File: src/rtl/mda_motor_pwm_gen_if.sv
// Command and PWM output bundle between the motor control registers and the PWM generator.
// The generator is the slave; the register block (or a testbench) is the master.
interface mda_motor_pwm_gen_if #(
    parameter int DUTY_W = 16
);
    logic              cmd_valid;
    logic [DUTY_W-1:0] cmd_duty;
    logic              cmd_dir;
    logic              dir;
    logic              on;
    logic              period_start;
    logic              wdog_tripped;

    modport master (
        output cmd_valid, cmd_duty, cmd_dir,
        input  dir, on, period_start, wdog_tripped
    );

    modport slave (
        input  cmd_valid, cmd_duty, cmd_dir,
        output dir, on, period_start, wdog_tripped
    );
endinterface

File: src/rtl/mda_motor_pwm_gen.sv
// Per-motor PWM generator feeding the dead-time/H-bridge stage: shadowed duty updates at
// period boundaries, a one-period off gap on direction reversal and a command watchdog.
//
//   state | meaning
//   ------+-----------------------------------------------------------------
//   RUN   | normal PWM; shadow copied to active at each boundary
//   GAP   | reversal in progress; one full period with on=0, old dir held
//   TRIP  | watchdog expired; on=0, dir held until the next command
module mda_motor_pwm_gen #(
    parameter int PERIOD_CYCLES = 2500,
    parameter int DUTY_W        = 16,
    parameter int WDOG_PERIODS  = 5000
) (
    input  logic               clk,
    input  logic               reset,
    mda_motor_pwm_gen_if.slave pwm_if
);
    typedef enum logic [1:0] {ST_RUN, ST_GAP, ST_TRIP} state_t;

    localparam logic [15:0]       CNT_LAST  = 16'(PERIOD_CYCLES - 1);
    localparam logic [DUTY_W-1:0] DUTY_FULL = DUTY_W'(PERIOD_CYCLES);
    localparam logic [31:0]       WDOG_LIM  = 32'(WDOG_PERIODS);

    state_t            state_q, state_d;
    logic [15:0]       cnt_q, cnt_d;
    logic [DUTY_W-1:0] sh_duty_q, sh_duty_d;
    logic              sh_dir_q, sh_dir_d;
    logic [DUTY_W-1:0] act_duty_q, act_duty_d;
    logic              act_dir_q, act_dir_d;
    logic [31:0]       wcnt_q, wcnt_d;
    logic              on_q, on_d;
    logic              ps_q, ps_d;

    logic              cnt_last;
    logic              wdog_expire;
    logic [DUTY_W-1:0] duty_sat;

    always_ff @(posedge clk or posedge reset) begin
        if (reset) begin
            state_q    <= ST_RUN;
            cnt_q      <= '0;
            sh_duty_q  <= '0;
            sh_dir_q   <= 1'b0;
            act_duty_q <= '0;
            act_dir_q  <= 1'b0;
            wcnt_q     <= '0;
            on_q       <= 1'b0;
            ps_q       <= 1'b0;
        end else begin
            state_q    <= state_d;
            cnt_q      <= cnt_d;
            sh_duty_q  <= sh_duty_d;
            sh_dir_q   <= sh_dir_d;
            act_duty_q <= act_duty_d;
            act_dir_q  <= act_dir_d;
            wcnt_q     <= wcnt_d;
            on_q       <= on_d;
            ps_q       <= ps_d;
        end
    end

    always_comb begin
        state_d    = state_q;
        sh_duty_d  = sh_duty_q;
        sh_dir_d   = sh_dir_q;
        act_duty_d = act_duty_q;
        act_dir_d  = act_dir_q;

        cnt_last = (cnt_q == CNT_LAST);
        cnt_d    = cnt_last ? 16'd0 : cnt_q + 16'd1;

        duty_sat = (32'(pwm_if.cmd_duty) > 32'(PERIOD_CYCLES)) ? DUTY_FULL : pwm_if.cmd_duty;

        if (pwm_if.cmd_valid) begin
            sh_duty_d = duty_sat;
            sh_dir_d  = pwm_if.cmd_dir;
        end

        // A command always wins over the boundary increment; the count saturates at the limit.
        if (pwm_if.cmd_valid) begin
            wcnt_d = '0;
        end else if (cnt_last && (wcnt_q != WDOG_LIM)) begin
            wcnt_d = wcnt_q + 32'd1;
        end else begin
            wcnt_d = wcnt_q;
        end
        wdog_expire = (WDOG_PERIODS != 0) && !pwm_if.cmd_valid && (wcnt_d == WDOG_LIM);

        case (state_q)
            ST_TRIP: begin
                if (pwm_if.cmd_valid) begin
                    state_d = ST_RUN;
                end
            end
            ST_GAP: begin
                if (wdog_expire) begin
                    state_d    = ST_TRIP;
                    act_duty_d = '0;
                end else if (cnt_last) begin
                    state_d    = ST_RUN;
                    act_duty_d = sh_duty_q;
                    act_dir_d  = sh_dir_q;
                end
            end
            ST_RUN: begin
                if (wdog_expire) begin
                    state_d    = ST_TRIP;
                    act_duty_d = '0;
                end else if (cnt_last) begin
                    // Reversing a driven motor: spend one period off before dir may change.
                    if ((sh_dir_q != act_dir_q) && (act_duty_q != '0)) begin
                        state_d    = ST_GAP;
                        act_duty_d = '0;
                    end else begin
                        act_duty_d = sh_duty_q;
                        act_dir_d  = sh_dir_q;
                    end
                end
            end
            default: begin
                state_d    = ST_RUN;
                act_duty_d = '0;
            end
        endcase

        on_d = (state_q == ST_RUN) && (32'(cnt_q) < 32'(act_duty_q));
        ps_d = (cnt_q == 16'd0);
    end

    assign pwm_if.on           = on_q;
    assign pwm_if.dir          = act_dir_q;
    assign pwm_if.period_start = ps_q;
    assign pwm_if.wdog_tripped = (state_q == ST_TRIP);
endmodule

File: src/flat_wrapper.sv
// flat-port wrapper written by rule: the top's interface ports become plain ports
module mda_motor_pwm_gen_flat 
#(
    parameter int PERIOD_CYCLES = 2500,
    parameter int DUTY_W        = 16,
    parameter int WDOG_PERIODS  = 5000
)
  (clk, reset, pwm_if_cmd_valid, pwm_if_cmd_duty, pwm_if_cmd_dir, pwm_if_dir, pwm_if_on, pwm_if_period_start, pwm_if_wdog_tripped);
  mda_motor_pwm_gen_if #(.DUTY_W(DUTY_W)) pwm_if_i ();
  input  logic clk;
  input  logic reset;
  input wire logic [$bits(pwm_if_i.cmd_valid)-1:0] pwm_if_cmd_valid;
  input wire logic [$bits(pwm_if_i.cmd_duty)-1:0] pwm_if_cmd_duty;
  input wire logic [$bits(pwm_if_i.cmd_dir)-1:0] pwm_if_cmd_dir;
  output wire logic [$bits(pwm_if_i.dir)-1:0] pwm_if_dir;
  output wire logic [$bits(pwm_if_i.on)-1:0] pwm_if_on;
  output wire logic [$bits(pwm_if_i.period_start)-1:0] pwm_if_period_start;
  output wire logic [$bits(pwm_if_i.wdog_tripped)-1:0] pwm_if_wdog_tripped;
  assign pwm_if_i.cmd_valid = pwm_if_cmd_valid;
  assign pwm_if_i.cmd_duty = pwm_if_cmd_duty;
  assign pwm_if_i.cmd_dir = pwm_if_cmd_dir;
  assign pwm_if_dir = pwm_if_i.dir;
  assign pwm_if_on = pwm_if_i.on;
  assign pwm_if_period_start = pwm_if_i.period_start;
  assign pwm_if_wdog_tripped = pwm_if_i.wdog_tripped;
  mda_motor_pwm_gen #(.PERIOD_CYCLES(PERIOD_CYCLES), .DUTY_W(DUTY_W), .WDOG_PERIODS(WDOG_PERIODS)) u_core (.clk(clk), .reset(reset), .pwm_if(pwm_if_i));
endmodule
File: config.mk
export PLATFORM = sky130hd
export DESIGN_NAME = mda_motor_pwm_gen_flat
export DESIGN_NICKNAME = d
export VERILOG_FILES = /design/src/rtl/mda_motor_pwm_gen_if.sv /design/src/rtl/mda_motor_pwm_gen.sv /design/src/flat_wrapper.sv
export SDC_FILE = /design/constraint.sdc
export NUM_CORES = 1
export LEC_CHECK = 0
export CAP_MARGIN = 25
export CORE_ASPECT_RATIO = 0.75
export CORE_MARGIN = 8
export CORE_UTILIZATION = 30
export CTS_CLUSTER_DIAMETER = 60
export DETAILED_ROUTE_END_ITERATION = 6
export HOLD_SLACK_MARGIN = 0.05
export PLACE_DENSITY = 0.44
export SYNTH_ARGS = -nofsm -noshare
export SYNTH_HDL_FRONTEND = slang
export SYNTH_SLANG_ARGS = --single-unit
File: constraint.sdc
create_clock -name clk -period 4.7 [get_ports clk]
set_input_delay 0.94 -clock clk [delete_from_list [all_inputs] [get_ports clk]]
set_output_delay 0.94 -clock clk [all_outputs]
set_load 0.02 [all_outputs]
After elaboration in Yosys (flattened, before gate mapping)
Index checks and enable logic that the tools add are counted.
Widths: inputs -> output; s select.
Operators by class
  $add $sub $neg: 2
  magnitude comparators: 2
  equal/unequal tests: 15
  muxes and demuxes: 23
  bitwise logic cells: 1
  reductions and logical operators: 12
Operators by type and width (number)
  $mux 16: 7
  $mux 32: 2
  $pmux 16 s3: 1
  $add 32x1->32 const B: 1
  $eq 32x13->1 const B: 1
  $ne 32x13->1 const B: 1
  $add 16x1->16 const B: 1
  $eq 16x12->1 const B: 1
  $gt 16x12->1 const B: 1
  $logic_not 16->1: 1
  $lt 16x16->1: 1
  $reduce_bool 16->1: 1
  $mux 2: 6
  $ne 3x1->1 const B: 3
  $ne 2x2->1 const B: 4
  $pmux 2 s3: 1
  $reduce_and 6->1: 1
  $mux 1: 5
  $logic_and 1x1->1: 4
  $ne 2x1->1 const B: 2
  $reduce_and 4->1: 1
  $reduce_and 3->1: 1
  $eq 2x1->1 const B: 1
  $eq 2x2->1 const B: 1
  other kinds (6): 6
Storage, ports and cells
  bits in registers: 86
  bits of input ports: 20
  output and inout bits: 4
  word-level logic and storage cells: 64

Logic depth before layout (Yosys ltp)
Gate-level depths: netlist of the first run.
  depth in word-level cells: 8
  mapped depth: 15
  gate-level depth less buffers: 11

Least setup slack after synthesis of the first run
OpenSTA, ideal clock, no wires.
  path type: register to register
  start: register u_core.cnt_q[0]
  end: register u_core.act_duty_q[0]
  library setup time: 121 ps
  arrival time: 3104 ps
  data required time: 4579 ps
  slack: 1475 ps
  stages on the path, launching flop included: 14
  buffers on the path: 3
  clock period less this slack: 3225 ps
  cell sequence: dfrtp_1 > ha_1 > and4bb_2 > nand4_2 > a21o_1 > buf_6 > or3_1 > a221o_1 > nor4_1 > nand3_1 > and4_1 > buf_4 > buf_6 > a22o_1
On the way
  longest elaborated chain between the ends: 8
  elaborated cells on any way between the ends: 12
  those cells by class: eq/ne (4); mux (5); reduce/logical (3)
Ends and longest elaborated chain
  start: declaration: line mda_motor_pwm_gen.sv:25  | logic [15:0] cnt_q, cnt_d;
  start signal: assignment: line mda_motor_pwm_gen.sv:51  | cnt_q <= cnt_d;
  $eq 16x12->1 *: line mda_motor_pwm_gen.sv:69  | cnt_last = (cnt_q == CNT_LAST);
  $logic_and 1x1->1: line mda_motor_pwm_gen.sv:82  | end else if (cnt_last && (wcnt_q != WDOG_LIM)) begin
  $mux 32: line mda_motor_pwm_gen.sv:82
  $mux 32: line mda_motor_pwm_gen.sv:80  | if (pwm_if.cmd_valid) begin
  $eq 32x13->1: line mda_motor_pwm_gen.sv:87  | wdog_expire = (WDOG_PERIODS != 0) && !pwm_if.cmd_valid && (wcnt_d == WDOG_LIM);
  $logic_and 1x1->1: line mda_motor_pwm_gen.sv:87
  $ne 3x1->1 (no source line) (tied with other cells)
  $reduce_and 3->1 (no source line) or $pmux 16 s3 (tied branches)
  end signal: assignment: line mda_motor_pwm_gen.sv:54  | act_duty_q <= act_duty_d;
  end: declaration: line mda_motor_pwm_gen.sv:28  | logic [DUTY_W-1:0] act_duty_q, act_duty_d;
Mark *: on every way between the ends. The rest lies on a longest branch, timed or not.
A chain may end at the register's enable or synchronous reset.

Final worst setup path of the first run
  start: register u_core.wcnt_q[0]
  end: register u_core.act_dir_q, in the netlist u_core.pwm_if.dir
On the way
  longest elaborated chain between the ends: 8
  elaborated cells on any way between the ends: 10
  those cells by class: add/sub (1); eq/ne (4); mux (2); reduce/logical (3)
Ends and longest elaborated chain
  start: declaration: line mda_motor_pwm_gen.sv:30  | logic [31:0] wcnt_q, wcnt_d;
  start signal: assignment: line mda_motor_pwm_gen.sv:56  | wcnt_q <= wcnt_d;
  branches (longest 2 deep; another with $add 32x1->32)
  $mux 32 *: line mda_motor_pwm_gen.sv:82
  $mux 32 *: line mda_motor_pwm_gen.sv:80
  $eq 32x13->1 *: line mda_motor_pwm_gen.sv:87
  $logic_and 1x1->1 *: line mda_motor_pwm_gen.sv:87
  $ne 2x2->1 (no source line)
  $reduce_and 6->1 (no source line) *
  end signal: assignment: line mda_motor_pwm_gen.sv:55  | act_dir_q <= act_dir_d;
  end: declaration: line mda_motor_pwm_gen.sv:29  | logic act_dir_q, act_dir_d;
Mark *: on every way between the ends.

==> summary.txt, run 1 <==
Yosys
  – Net Count, Synth: 532
  – Top flip-flop cell by instance count after synthesis: dfrtp_1
  – Synthesized instance count: 493
  – Distinct cell type count of the synthesized netlist: 55
  – Total of warnings raised by yosys: 0
  – Ys async rst share: 1.00
  – Syn Area/Cell: 9.74 sq um
  – Post-synthesis sequential area ratio: 0.448
  – Number of synthesized register bits: 86
  – Total standard cell area after synthesis: 0.00480 sq mm
  – Number of synthesized flops with an enable pin: 0

Timing
  – Setup repair after global routing missed its margin: false
  – Max-slew headroom: 0.483
  – Final period util: 0.871
  – Post-layout minimum cycle time: 4100 ps
  – Total Neg Setup Slack: 0 ps
  – Maximum clock rate: 0.244 GHz
  – Final Skew: 8.65 ps
  – Final number of setup-violating endpoints: 0
  – Post-route worst hold slack: 486 ps
  – Slew Viols, Final: 0
  – Slew at the pin closest to its max-slew limit: 770 ps
  – Final hold violations: 0

Global routing
  – Total congestion overflow after global routing: 0
  – Peak-usage layer in the global routing report: met1
  – Met1 Track Usage GR: 0.199
  – Met2 track demand over resource in global routing: 0.174
  – Antenna violations before repair: 0
  – Wire length of the first global-routing pass: 21200 microns
  – Global-route total usage across every layer: 0.132
  – Pin count of the biggest net entering global routing: 35
  – Number of global-route vias before repair: 3734
  – Met3 Track Usage GR: 0.0357

Floorplan
  – Horizontal die dimension: 162 microns
  – Core region area: 0.0158 sq mm
  – Initial Util: 0.304
  – Number of ports placed on the die boundary: 24
  – Count of standard-cell rows: 40
  – Die Footprint: 0.0204 sq mm
  – Floorplan die height: 126 microns

Power and ir drop
  – Clock network fraction of design power: 0.472
  – Comb pwr share: 0.035
  – Cell leakage power: 0.00222 uW
  – P_int: 1140 uW
  – Peak ir drop on the vdd network: 162 uV
  – Power density normalized to cell area: 273 mW/mm^2
  – Power share of the sequential group: 0.493
  – Psw: 370 uW
  – Switching Share: 0.245

Layout
  – Number of nets at the end of the flow: 548
  – Synthesis-to-finish area growth: 15.1%
  – Count of filler cells inserted in the layout: 1642
  – Post-Layout Inst Area: 0.00553 sq mm
  – Layout cells sized above 1: 0.0759
  – Most frequent cells in the layout: dfrtp_1, nor2_1, nand2_1
  – FF/Latch Area: 0.00215 sq mm
  – Leading cell type in the layout, fill and taps excluded: dfrtp_1
  – Number of diodes: 0
  – Multi-input combinational cell area: 0.00242 sq mm

Place
  – Final weighted congestion of routability-driven global placement: 0.845
  – HPWL after detailed placement: 9710 microns
  – Port Buf Inserts: 23
  – Area after DPL: 0.00523 sq mm

Setup path
  – Worst path max stage delay: 560 ps
  – Critical path, cell by cell: inv_1, ha_1, nor4bb_1, and4_1, a21o_1, o21ai_0, a221o_1, nor4_1, nand3_1, and4_1, mux2_4
  – CP Launch Type: flip-flop
  – Kind of end point of the critical path: flip-flop
  – Crit path kind: flip-flop to flip-flop
  – Dominant cell type by count on the critical path: and4_1
  – Cell type of the slowest stage on the worst timing path: a21o_1
  – Arrival time of the worst setup path: 4340 ps
  – Crit path required time: 4940 ps
  – Setup slack on the worst flop-to-flop path: 600 ps
  – Crit path buffers/inverters: 1
  – Kind of cell with the highest combined delay on the critical path: simple AND/OR/NAND/NOR gates
  – Maximum fanout encountered on the critical timing path: 19

Status
  – Run status: complete, no violations

CTS
  – CTS Buf Count: 9
  – Maximum count of clock buffers along a single path: 2
  – Setup fix buffers added after clock tree synthesis: 0
  – Htree depth: 3
  – Number of hold buffers added after cts: 0
  – Insertion delay of the later-clocked pin in the worst-skew pair: 350 ps
  – Clock Tree Root: clkbuf_16
  – Clock tree from TritonCTS: done
  – # resized after CTS: 0
  – CTS clock-pin slew for the worst setup and hold paths: 70 ps
  – Clock sink count: 86

Detailed routing
  – Wire length after detailed routing: 12800 microns
  – Initial drt markers: 287
  – Count of nets left with antenna violations after detail routing: 0
  – Detailed-routing iteration count for the pre-antenna-repair pass: 4
  – Vias per Instance: 5.23
  – Residual DRC: 0
  – Drt wl/cell: 17.7 microns
  – Total via count after detailed routing: 3785

Flow run
  – Max cap viols: 0

Min path
  – Min-delay worst type: flip-flop to flip-flop
==> power groups by stage <==
| stage | registers, uW | logic, uW | clock network (uW) |
|---|---|---|---|
| 6_report | 744 | 52.4 | 713 |
| 5_1_grt | 744 | 58.3 | 769 |
| 4_1_cts | 744 | 54.6 | 739 |
| 3_5_place_dp | 758 | 54.3 | 0 |
| 3_3_place_gp | 759 | 53.6 | 0 |
| 2_1_floorplan | 758 | 22.0 | 0 |
==> synth_stat cells, types with 15 or more instances <==
library cell,instances,area share
a21oi_1,15,0.016
a22o_1,23,0.042
clkbuf_1,18,0.014
dfrtp_1,86,0.45
ha_1,19,0.050
inv_1,26,0.020
nand2_1,29,0.023
nand3_1,22,0.023
nand4_1,15,0.020
nor2_1,46,0.036
nor3_1,19,0.020
nor4_1,16,0.021
xnor2_1,28,0.051
==> logic make-up (layout without fill, tap and decap cells) <==
family | Yosys count | count (layout) | synth area share
AOI/OAI and AO/OA | 89 | 89 | 0.142
DFF | 86 | 86 | 0.448
and+or+nand+nor | 203 | 203 | 0.231
adders and majority gates | 19 | 19 | 0.0495
muxes | 4 | 4 | 0.00964
buffers and inverters | 52 | 73 | 0.0472
xor gates and xnor gates | 40 | 40 | 0.0730
==> stage by stage <==
stage                     power [uW]  setup slack, ps  instances   util
after floorplan                  780             1480        493      -
after global placement           812              671        708  0.331
after detailed placement         813              649        708  0.331
after CTS                       1540              627        724  0.349
after global routing            1570              372        724  0.349
final                           1510              605        724  0.349
==> path summary, 6_finish.rpt <==
check                                     start                     to  depth (start not counted)
max in group asynchronous                 reset        u_core.cnt_q[2]                          3
hold / removal             u_core.sh_duty_q[13]  u_core.act_duty_q[13]                          1
hold reg to reg            u_core.sh_duty_q[13]  u_core.act_duty_q[13]                          1
setup reg to reg               u_core.wcnt_q[0]      u_core.pwm_if.dir                         11
min in group asynchronous                 reset    u_core.sh_duty_q[6]                          2
setup / recovery               u_core.wcnt_q[0]      u_core.pwm_if.dir                         11
==> final cells by class <==
| cell class | count | share of cell area |
|---|---|---|
| timing repair buffer | 31 | 0.0525 |
| sequential | 86 | 0.389 |
| clock inverter | 7 | 0.0134 |
| multi-input combinational | 355 | 0.439 |
| inverter | 26 | 0.0179 |
| clock buffer | 9 | 0.0408 |
| tap | 210 | 0.0475 |
==> state kept, by name, indices dropped and copies added (netlist names) <==
| register | cells |
|---|---|
| u_core.pwm_if.period_start | 1 |
| u_core.sh_dir_q | 1 |
| u_core.cnt_q | 16 |
| u_core.wcnt_q | 32 |
| u_core.pwm_if.dir | 1 |
| u_core.act_duty_q | 16 |
| u_core.sh_duty_q | 16 |
| u_core.state_q | 2 |
| u_core.pwm_if.on | 1 |
==> worst reg2reg max path: stages, from the launching register on <==
cell      delay (ps)
dfrtp_1          470
inv_1            130
ha_1             140
nor4bb_1         290
and4_1           340
a21o_1           560
o21ai_0          250
a221o_1          350
nor4_1           390
nand3_1          200
and4_1           470
mux2_4           380
==> layer usage <==
| layer | share of wire | wire length [microns] |
|---|---|---|
| met1 | 0.54 | 6860 |
| met5 | 0 | 0 |
| met3 | 0.062 | 800 |
| met2 | 0.39 | 4960 |
| met4 | 0.015 | 193 |
(Power assumes the default switching activity.)
==> run 2: changes to the inputs <==
--- a/config.mk
+++ b/config.mk
@@ -12,7 +12,7 @@
 export CTS_CLUSTER_DIAMETER = 60
 export DETAILED_ROUTE_END_ITERATION = 6
 export HOLD_SLACK_MARGIN = 0.05
-export PLACE_DENSITY = 0.44
+export PLACE_DENSITY_LB_ADDON = 0.08
 export SYNTH_ARGS = -nofsm -noshare
 export SYNTH_HDL_FRONTEND = slang
 export SYNTH_SLANG_ARGS = --single-unit
==> run 2 against run 1 <==
Die area unchanged. Clock power increased by 3%. Maximum frequency decreased by 3.8%. Critical path depth unchanged. Clock skew decreased by 1.2 ps. Sequential power about the same. Largest cell class unchanged. Power increased by 1.2%. Utilization decreased by 0.071 points.
==> summary.txt, run 2 (synthesis results as in run 1) <==
CTS
  – CTS clock-pin slew for the worst setup and hold paths: 70 ps
  – Clock sink count: 86
  – Insertion delay of the later-clocked pin in the worst-skew pair: 350 ps
  – Htree depth: 3
  – Setup fix buffers added after clock tree synthesis: 0
  – # resized after CTS: 0
  – Maximum count of clock buffers along a single path: 2
  – Number of hold buffers added after cts: 0
  – Clock tree from TritonCTS: done
  – CTS Buf Count: 9
  – Clock Tree Root: clkbuf_16

Timing
  – Slew Viols, Final: 0
  – Post-route setup slack: 444 ps
  – Post-layout minimum cycle time: 4260 ps
  – Setup repair after global routing missed its margin: false
  – Max-slew headroom: 0.482
  – Final Skew: 7.46 ps
  – Slew at the pin closest to its max-slew limit: 770 ps
  – Final hold violations: 0
  – Maximum clock rate: 0.235 GHz
  – Total Neg Setup Slack: 0 ps
  – Final period util: 0.905
  – Final number of setup-violating endpoints: 0

Layout
  – Leading cell type in the layout, fill and taps excluded: dfrtp_1
  – Flip-flop count of the largest register after layout: 32
  – Synthesis-to-finish area growth: 14.9%
  – Layout cells sized above 1: 0.0723
  – Most frequent cells in the layout: dfrtp_1, nor2_1, nand2_1
  – Number of diodes: 0
  – Number of nets at the end of the flow: 547
  – Most flops, register: u_core.wcnt_q
  – Post-Layout Inst Area: 0.00552 sq mm

Detailed routing
  – Wire length after detailed routing: 13300 microns
  – Drt wl/cell: 18.5 microns
  – Count of nets left with antenna violations after detail routing: 0
  – Initial drt markers: 245
  – Vias per Instance: 5.25
  – Total via count after detailed routing: 3790
  – Detailed-routing iteration count for the pre-antenna-repair pass: 5
  – Residual DRC: 0

Setup path
  – CP Launch Type: flip-flop
  – Arrival time of the worst setup path: 4490 ps
  – Worst R2R Path Depth: 11
  – R2R Path Start: u_core.wcnt_q[0]
  – Kind of end point of the critical path: flip-flop
  – Setup slack on the worst flop-to-flop path: 440 ps
  – Critical Path Start: u_core.wcnt_q[0]
  – Crit path required time: 4930 ps
  – Critical path destination: u_core.pwm_if.dir
  – Maximum fanout encountered on the critical timing path: 19
  – End of the worst register-to-register path: u_core.pwm_if.dir
  – Crit path kind: flip-flop to flip-flop

Global routing
  – Wire length of the first global-routing pass: 22100 microns
  – Number of global-route vias before repair: 3769
  – Global-route total usage across every layer: 0.138
  – Total congestion overflow after global routing: 0
  – Pin count of the biggest net entering global routing: 41
  – Antenna violations before repair: 0

Min path
  – Number of cells on the worst hold path: 1
  – Min-delay worst type: flip-flop to flip-flop
  – Hold path startpoint: u_core.sh_duty_q[12]

Place
  – Area after DPL: 0.00522 sq mm
  – Final weighted congestion of routability-driven global placement: 0.825
  – Worst slack at placement: 550 ps
  – Port Buf Inserts: 23
  – HPWL after detailed placement: 9790 microns

Floorplan
  – Count of standard-cell rows: 40
  – Floorplan die height: 126 microns
  – Die Footprint: 0.0204 sq mm
  – Horizontal die dimension: 162 microns
  – Number of ports placed on the die boundary: 24
  – Initial Util: 0.304
  – Core region area: 0.0158 sq mm

Power and ir drop
  – Power density normalized to cell area: 277 mW/mm^2
  – Cell leakage power: 0.00221 uW
  – Peak ir drop on the vdd network: 166 uV

Status
  – Run status: complete, no violations

Flow run
  – Max cap viols: 0
## run 2: changes by cell type in the layout (fill, tap and decap cells not counted), sizes merged
cell	previous run	this run
bufinv	0	1
inv	29	27
buf	8	7
## run 2: routing by layer
metal	up-vias	GRT usage	wire length (microns)
li1	1830	-	-
met1	1847	0.213	7180
met2	96	0.177	5230
met3	17	0.0397	740
met4	0	0.0435	192
met5	-	0	0
## run 2: layout make-up
cell class                      instances  area [sq um]
Clock buffer                            9           225
Clock inverter                          6          70.1
Fill cell                            1641         10300
Inverter                               26          98.8
Multi-Input combinational cell        355          2420
Sequential cell                        86          2150
Tap cell                              210           263
Timing Repair Buffer                   30           283
## run 2: through the flow
| stage | instances | util | total power (uW) | hold WS (ps) |
|---|---|---|---|---|
| after floorplan | 493 | - | 780 | 445 |
| after global placement | 707 | 0.330 | 812 | 472 |
| after detailed placement | 707 | 0.330 | 812 | 470 |
| after CTS | 722 | 0.349 | 1560 | 491 |
| after global routing | 722 | 0.349 | 1590 | 502 |
| final | 722 | 0.349 | 1530 | 485 |
## run 2: worst min path at each step
| stage | to | slack (ps) |
|---|---|---|
| CTS | u_core.act_duty_q[12] | 490 |
| detailed placement | u_core.act_duty_q[12] | 470 |
| global route | u_core.act_duty_q[15] | 500 |
| floorplan | u_core.state_q[1] | 440 |
| finish | u_core.act_duty_q[12] | 480 |
| global placement | u_core.act_duty_q[12] | 470 |
## run 2: critical path, stage by stage, from the launching register on
cell and delay (ps):
dfrtp_1 460, inv_1 120, ha_1 150, nor4bb_1 340
and4_1 350, a21o_1 580, o21ai_0 250, a221o_1 360
nor4_1 420, nand3_1 230, and4_1 490, mux2_4 380
## run 2: power by group
group / switching, uW / total (uW) / internal [uW]
clock network: 317 / 731 / 414
registers: 2.10 / 744 / 742
logic: 31.2 / 52.0 / 20.8
total: 351 / 1530 / 1180
==> run 3: changes to the inputs <==
--- a/config.mk
+++ b/config.mk
@@ -7,12 +7,13 @@
 export LEC_CHECK = 0
 export CAP_MARGIN = 25
 export CORE_ASPECT_RATIO = 0.75
-export CORE_MARGIN = 8
+export CORE_MARGIN = 3
 export CORE_UTILIZATION = 30
 export CTS_CLUSTER_DIAMETER = 60
 export DETAILED_ROUTE_END_ITERATION = 6
 export HOLD_SLACK_MARGIN = 0.05
 export PLACE_DENSITY_LB_ADDON = 0.08
+export SKIP_CTS_REPAIR_TIMING = 1
 export SYNTH_ARGS = -nofsm -noshare
 export SYNTH_HDL_FRONTEND = slang
 export SYNTH_SLANG_ARGS = --single-unit
==> run 3 against run 2 <==
Maximum frequency fell by 1.6%. First-iteration DRC count rose by 12%. Clock skew rose by 1.6 ps. Register-to-register slack got worse by 70 ps. Final cell count fell by 0.55%. Sequential power barely moved. Combinational power barely moved. Utilization rose by 0.77 points. Largest cell class unchanged. Highest routed layer unchanged.
==> summary.txt, run 3 (synthesis results as in run 1) <==
Floorplan
  – Initial Util: 0.310
  – Core region area: 0.0155 sq mm
  – Floorplan die height: 116 microns
  – Count of standard-cell rows: 39
  – Die Footprint: 0.0176 sq mm
  – Horizontal die dimension: 152 microns
  – Number of ports placed on the die boundary: 24

Min path
  – Min-delay worst type: flip-flop to flip-flop
  – Hold path startpoint: u_core.sh_duty_q[12]
  – Hold worst-path end: u_core.act_duty_q[12]
  – Number of cells on the worst hold path: 1

Place
  – HPWL after detailed placement: 9600 microns
  – Final weighted congestion of routability-driven global placement: 0.840
  – Port Buf Inserts: 23

Layout
  – Multi-input combinational cell area: 0.00242 sq mm
  – Flip-flop count of the largest register after layout: 32
  – Number of nets at the end of the flow: 547
  – Layout cells sized above 1: 0.0721
  – Synthesis-to-finish area growth: 14.8%
  – Most frequent cells in the layout: dfrtp_1, nor2_1, nand2_1
  – Count of filler cells inserted in the layout: 1560
  – FF/Latch Area: 0.00215 sq mm
  – Most flops, register: u_core.wcnt_q
  – Leading cell type in the layout, fill and taps excluded: dfrtp_1
  – Share of the core filled with cells in the final layout: 0.356
  – Number of diodes: 0

Setup path
  – Cell type of the slowest stage on the worst timing path: a21o_1
  – Dominant cell type by count on the critical path: and4_1
  – Maximum fanout encountered on the critical timing path: 19
  – Worst path max stage delay: 590 ps
  – R2R Path Start: u_core.wcnt_q[0]
  – Setup slack on the worst flop-to-flop path: 380 ps
  – Worst R2R Path Depth: 11
  – Arrival time of the worst setup path: 4550 ps
  – Crit path required time: 4930 ps
  – End of the worst register-to-register path: u_core.pwm_if.dir
  – Kind of end point of the critical path: flip-flop
  – Crit path kind: flip-flop to flip-flop
  – Critical path, cell by cell: inv_1, ha_1, nor4bb_1, and4_1, a21o_1, o21ai_0, a221o_1, nor4_1, nand3_1, and4_1, mux2_4
  – CP Launch Type: flip-flop

Timing
  – Slew Viols, Final: 0
  – Setup repair after global routing missed its margin: false
  – Post-route worst hold slack: 486 ps
  – Final number of setup-violating endpoints: 0
  – Final Skew: 9.01 ps
  – Final period util: 0.920
  – Slew at the pin closest to its max-slew limit: 700 ps
  – Post-layout minimum cycle time: 4320 ps
  – Maximum clock rate: 0.231 GHz
  – Max-slew headroom: 0.532
  – Total Neg Setup Slack: 0 ps
  – Final hold violations: 0

Detailed routing
  – Drt wl/cell: 17.9 microns
  – Residual DRC: 0
  – Vias per Instance: 5.25
  – Initial drt markers: 274
  – Wire length after detailed routing: 12900 microns
  – Total via count after detailed routing: 3772
  – Detailed-routing iteration count for the pre-antenna-repair pass: 4
  – Count of nets left with antenna violations after detail routing: 0

Global routing
  – Total congestion overflow after global routing: 0
  – Pin count of the biggest net entering global routing: 37
  – Number of global-route vias before repair: 3591
  – Wire length of the first global-routing pass: 21300 microns
  – Antenna violations before repair: 0
  – Global-route total usage across every layer: 0.155

Status
  – Run status: complete, no violations

CTS
  – Clock sink count: 86
  – Clock Tree Root: clkbuf_16
  – Clock tree from TritonCTS: done
  – Insertion delay of the later-clocked pin in the worst-skew pair: 350 ps
  – Htree depth: 3
  – CTS clock-pin slew for the worst setup and hold paths: 60 ps
  – Maximum count of clock buffers along a single path: 2
  – CTS Buf Count: 9

Power and ir drop
  – Total power consumption of the routed design: 1530 uW
  – Power density normalized to cell area: 277 mW/mm^2
  – Peak ir drop on the vdd network: 176 uV
  – Cell leakage power: 0.00221 uW

Flow run
  – Max cap viols: 0
[run 3: cell count changes in the layout (fill, tap and decap cells not counted), sizes merged]
cell	change
inv	-1
clkinv	+1
clkbuf	+1
[run 3: layer usage]
layer  vias to the layer above  global-route usage  wire, microns
li1                       1829                   -              -
met1                      1834               0.250           7180
met2                       100               0.204           4910
met3                         9              0.0321            659
met4                         0              0.0395            138
met5                         -                   0              0
[run 3: worst max path at each step]
stage / from / to / depth (start not counted)
finish: u_core.wcnt_q[0] / u_core.pwm_if.dir / 11
global route: u_core.wcnt_q[0] / u_core.pwm_if.dir / 11
CTS: u_core.wcnt_q[0] / u_core.pwm_if.dir / 11
detailed placement: u_core.wcnt_q[0] / u_core.pwm_if.dir / 11
global placement: u_core.wcnt_q[0] / u_core.pwm_if.dir / 11
floorplan: u_core.cnt_q[0] / u_core.act_duty_q[0] / 13
[run 3: power by group]
part / leakage, uW / switching [uW] / internal, uW / total (uW)
Combinational: 0.000905 / 31.1 / 20.9 / 51.9
Sequential: 0.00116 / 2.06 / 742 / 745
Clock: 0.000147 / 313 / 416 / 729
Total: 0.00221 / 346 / 1180 / 1530
[run 3: layout make-up]
cell class                 instances  share of cell area
multi-input combinational        355               0.440
sequential                        86               0.390
timing repair buffer              30              0.0513
tap                              205              0.0465
clock buffer                      10              0.0415
inverter                          26              0.0179
clock inverter                     6              0.0127
[run 3: metrics by stage]
| step | cell area, sq um | std cells | setup slack [ps] |
|---|---|---|---|
| floorplan | 4800 | 493 | 1480 |
| global placement | 5210 | 702 | 579 |
| detailed placement | 5210 | 702 | 428 |
| CTS | 5510 | 718 | 422 |
| global route | 5510 | 718 | 84.8 |
| finish | 5510 | 718 | 375 |
[run 3: worst max-delay path, delay by kind of cell, from the launching register on]
family / cells / cell delay (ps)
AND/OR/NAND/NOR: 5 / 1880
adder cells (fa/ha/maj): 1 / 140
AO/OA/AOI/OAI: 3 / 1190
flip-flops: 1 / 460
multiplexers: 1 / 380
buffers and inverters: 1 / 130
